## config.mk

```make
export PLATFORM = sky130hd
export DESIGN_NAME = dl_pipe_skid
export DESIGN_NICKNAME = d
export VERILOG_FILES = /design/src/rtl/dl_pipe_skid.sv
export SDC_FILE = /design/constraint.sdc
export NUM_CORES = 1
export LEC_CHECK = 0
export CORE_ASPECT_RATIO = 2
export CORE_UTILIZATION = 62
export DETAILED_ROUTE_END_ITERATION = 7
export DONT_BUFFER_PORTS = 1
export GPL_TIMING_DRIVEN = 0
export PLACE_DENSITY = 0.82
export SLEW_MARGIN = 20
export SYNTH_ARGS = -nofsm -noshare
export SYNTH_HDL_FRONTEND = slang
export SYNTH_SLANG_ARGS = --single-unit
```

## constraint.sdc

```tcl
create_clock -name clk -period 1.7 [get_ports clk]
set_input_delay 0.34 -clock clk [delete_from_list [all_inputs] [get_ports clk]]
set_output_delay 0.34 -clock clk [all_outputs]
set_load 0.02 [all_outputs]
```

## src/rtl/dl_pipe_skid.sv

```systemverilog
// Two-entry pipeline register with a skid buffer: full throughput, and in_ready
// is decoded from state flops only so there is no combinational ready path.
module dl_pipe_skid #(
  parameter int unsigned           NUM_BITS = 32,
  parameter logic [NUM_BITS-1:0]   RST_VAL  = '0
) (
  input  logic                clk,
  input  logic                rst,
  input  logic                flush,
  input  logic                in_valid,
  output logic                in_ready,
  input  logic [NUM_BITS-1:0] in_data,
  output logic                out_valid,
  input  logic                out_ready,
  output logic [NUM_BITS-1:0] out_data,
  output logic [1:0]          count
);

  typedef enum logic [1:0] {
    ST_EMPTY = 2'd0,
    ST_ONE   = 2'd1,
    ST_FULL  = 2'd2
  } state_t;

  state_t              state_q, state_d;
  logic [NUM_BITS-1:0] main_q, main_d;
  logic [NUM_BITS-1:0] skid_q, skid_d;
  logic                in_fire;
  logic                out_fire;

  // Handshake flags derived from registered state only.
  assign in_ready  = (state_q != ST_FULL);
  assign out_valid = (state_q != ST_EMPTY);
  assign out_data  = main_q;
  assign in_fire   = in_valid & in_ready;
  assign out_fire  = out_valid & out_ready;

  always_comb begin
    count = 2'd0;
    case (state_q)
      ST_ONE:  count = 2'd1;
      ST_FULL: count = 2'd2;
      default: count = 2'd0;
    endcase
  end

  // Next-state and data-register update.
  always_comb begin
    state_d = state_q;
    main_d  = main_q;
    skid_d  = skid_q;
    if (flush) begin
      state_d = ST_EMPTY;
    end else begin
      case (state_q)
        ST_EMPTY: begin
          if (in_fire) begin
            main_d  = in_data;
            state_d = ST_ONE;
          end
        end
        ST_ONE: begin
          if (in_fire && out_fire) begin
            main_d = in_data;
          end else if (in_fire) begin
            skid_d  = in_data;
            state_d = ST_FULL;
          end else if (out_fire) begin
            state_d = ST_EMPTY;
          end
        end
        ST_FULL: begin
          if (out_fire) begin
            main_d  = skid_q;
            state_d = ST_ONE;
          end
        end
        default: state_d = ST_EMPTY;
      endcase
    end
  end

  always_ff @(posedge clk) begin
    if (rst) begin
      state_q <= ST_EMPTY;
      main_q  <= RST_VAL;
      skid_q  <= RST_VAL;
    end else begin
      state_q <= state_d;
      main_q  <= main_d;
      skid_q  <= skid_d;
    end
  end

endmodule
```

==> impl_metrics.json, run 1 <==
{
  "p_per_area_mw_per_mm2": 1040,
  "grt_pass1_wl_mm": 10.4,
  "finalHoldViolations": 0,
  "hold_ws_ns": 0.0767,
  "synth_edf_count": 0,
  "drc_errors": 0,
  "maxCapViolCount": 0,
  "yosys-top-cells-area": "dfxtp_1 (46%), a21oi_1 (11%), mux2i_1 (11%)",
  "worst_hold_path.endpoint": "state_q[1]",
  "antenna_cells": 0,
  "io_pins": 73,
  "ant_nets": 0,
  "dr.first_iter.drc_count": 25,
  "grt_pass1_vias": 2298,
  "dieArea_mm2": 0.00491,
  "p_leak_uw": 0.00129,
  "drt-total-wl_mm": 6.61,
  "synth_area_mm2": 0.00287,
  "whs_path_depth": 1,
  "cts_tree": "done",
  "finClkSkew_ns": 0.00681,
  "r2r-start": "state_q[1]",
  "gp_congestion": 0.758,
  "reg2reg_depth": 6,
  "drive_gt1_frac": 0.113,
  "overflow": 0,
  "grt_max_degree": 12,
  "grt_setup_unrepaired": "false",
  "synth_cells": 338,
  "busiest_layer": "met2",
  "cts_root_buf": "clkbuf_8",
  "cp.arrival_ns": 1.26,
  "synthArstFlopShare": 0,
  "ys_types": 23,
  "synth_seq_area_share": 0.461,
  "worst_r2r_endpoint": "skid_q[1]",
  "fmax_mhz": 625,
  "yosysMostFrequentCell": "dfxtp_1",
  "clk_path_buf_depth": 2,
  "met2_usage": 0.512,
  "avgViaCountPerCell": 5.83,
  "cp-start-kind": "register",
  "endpoint_kind": "primary output",
  "synth_flop_cell": "dfxtp_1",
  "cts.sinks": 66,
  "finalCriticalPeriod_ns": 1.60,
  "status": "completed",
  "numPortBuffers": 0,
  "netlist_top_cells_count": "dfxtp_1 (66), a21oi_1 (65), nand2_1 (65), or3_1 (33), mux2i_1 (32)",
  "avgSynthCellArea_um2": 8.48,
  "antenna_found_initial": 0,
  "grtUsageMet1": 0.266,
  "num_vias": 2380,
  "min_from": "out_ready",
  "path_clk_slew_ns": 0.07,
  "hold_path.class": "input pin to register",
  "path_class": "register to primary output",
  "synth.top_cell.area_share": 0.461,
  "max_slew_margin": 0.670,
  "yosys_warnings": 0,
  "setup_viol": 0,
  "drv_slew": 0,
  "r2r_slack_ns": 0.12,
  "die_w_um": 50.1,
  "crit_required_ns": 1.36,
  "yosysTopAreaCell": "dfxtp_1",
  "grtUsageTotal": 0.280,
  "die_h_um": 98.1,
  "cts_hold_buffers": 0,
  "dr.pass1.iters": 5,
  "numCtsBuffers": 9,
  "post_drt_wl_per_cell_um": 16.2,
  "period_share": 0.941,
  "row_count": 34,
  "tightest_slew_ns": 0.496,
  "grtUsageMet3": 0.0670,
  "synth_fp_nets": 375,
  "area_delta_synth_final_pct": 10.8,
  "ys_ff_latch": 66,
  "initial_utilization": 0.654,
  "crit_path_max_fanout": 10,
  "ctsHtreeMaxLevel": 3,
  "insertion_delay_ns": 0.34,
  "dpl.hpwl_mm": 4.71,
  "core-area_mm2": 0.00438,
  "peakVddDrop_v": 0.000881,
  "layout.nets": 386,
  "finalSetupTns_ns": 0
}
==> worst max-delay path by stage <==
| stage | start | endpoint | slack, ns |
|---|---|---|---|
| after floorplan | in_valid | out_data[13] | 0.33 |
| after CTS | state_q[0] | count[1] | 0.03 |
| after global placement | state_q[0] | out_data[13] | 0.07 |
| after detailed placement | state_q[1] | skid_q[1] | 0.02 |
| final | state_q[0] | count[1] | 0.10 |
| after global routing | state_q[1] | skid_q[10] | 0.05 |
==> worst max-delay path, stage by stage, from the launching register on <==
cell and delay [ns]:
dfxtp_2 0.38, nand2b_1 0.13, buf_6 0.18, buf_12 0.16
inv_2 0.07
==> through the flow <==
| stage | instances | utilization | total power [uW] | area (um^2) | worst slack, ns |
|---|---|---|---|---|---|
| final | 408 | 0.725 | 3300 | 3180 | 0.101 |
| after global routing | 408 | 0.725 | 3410 | 3180 | 0.0529 |
| after CTS | 408 | 0.721 | 3300 | 3160 | 0.0301 |
| after detailed placement | 392 | 0.669 | 1910 | 2930 | 0.0209 |
| after global placement | 392 | 0.669 | 1900 | 2930 | 0.0728 |
| after floorplan | 338 | - | 1850 | 2870 | 0.330 |
==> sequential cells by signal, summed over array words and instances, names as in the netlist <==
name / flops
skid_q: 32
out_data: 32
state_q: 2
==> where the power goes <==
| part | total [uW] | switching, uW | internal [uW] |
|---|---|---|---|
| clock | 1420 | 580 | 838 |
| combinational | 215 | 134 | 81.4 |
| sequential | 1670 | 74.1 | 1590 |
==> what timing repair did <==
item	CTS	global route
resized for setup	1	19
endpoints found under the setup margin	1	44
pin swaps	0	0
buffers inserted	0	0
gates cloned	0	0
==> layer usage <==
layer  wire length, um  vias to the layer above
met5                 0                        -
met4               192                        0
met3               348                       21
li1                  -                     1188
met1              2410                     1099
met2              3660                       72
==> layout by cell type, fill, tap and decap left out, types with 2 or more instances in the layout <==
master      instances
nand2_1            65
buf_4               2
clkbuf_2            7
clkinvlp_4          2
clkbuf_8           13
o21ai_0            28
a21oi_1            65
buf_12              3
mux2i_1            32
clkbuf_1           15
dfxtp_2             2
nand2b_1            2
o21ai_1             4
buf_2               3
or3_1              33
dfxtp_1            64
==> final cells by class <==
class / instances / area, um^2
Inverter: 1 / 3.75
Fill cell: 362 / 1210
Sequential cell: 66 / 1320
Clock buffer: 13 / 179
Tap cell: 54 / 67.6
Multi-Input combinational cell: 240 / 1360
Buffer: 31 / 193
Clock inverter: 3 / 45.0
==> logic make-up (layout without fill, tap and decap cells) <==
logic type / count (synthesis) / after routing / share of synthesized area
simple gates: 107 / 107 / 0.179
compound gates: 101 / 101 / 0.184
flops: 66 / 66 / 0.461
mux: 32 / 32 / 0.112
buf+inv: 32 / 48 / 0.0638
Power figures use the tool's default switching activity.
==> run 2, diff against run 1 <==
--- a/config.mk
+++ b/config.mk
@@ -11,7 +11,6 @@
 export DONT_BUFFER_PORTS = 1
 export GPL_TIMING_DRIVEN = 0
 export PLACE_DENSITY = 0.82
-export SLEW_MARGIN = 20
 export SYNTH_ARGS = -nofsm -noshare
 export SYNTH_HDL_FRONTEND = slang
 export SYNTH_SLANG_ARGS = --single-unit
==> results of run 2 <==
The final DEF is identical to that of run 1; final timing and power are the same.
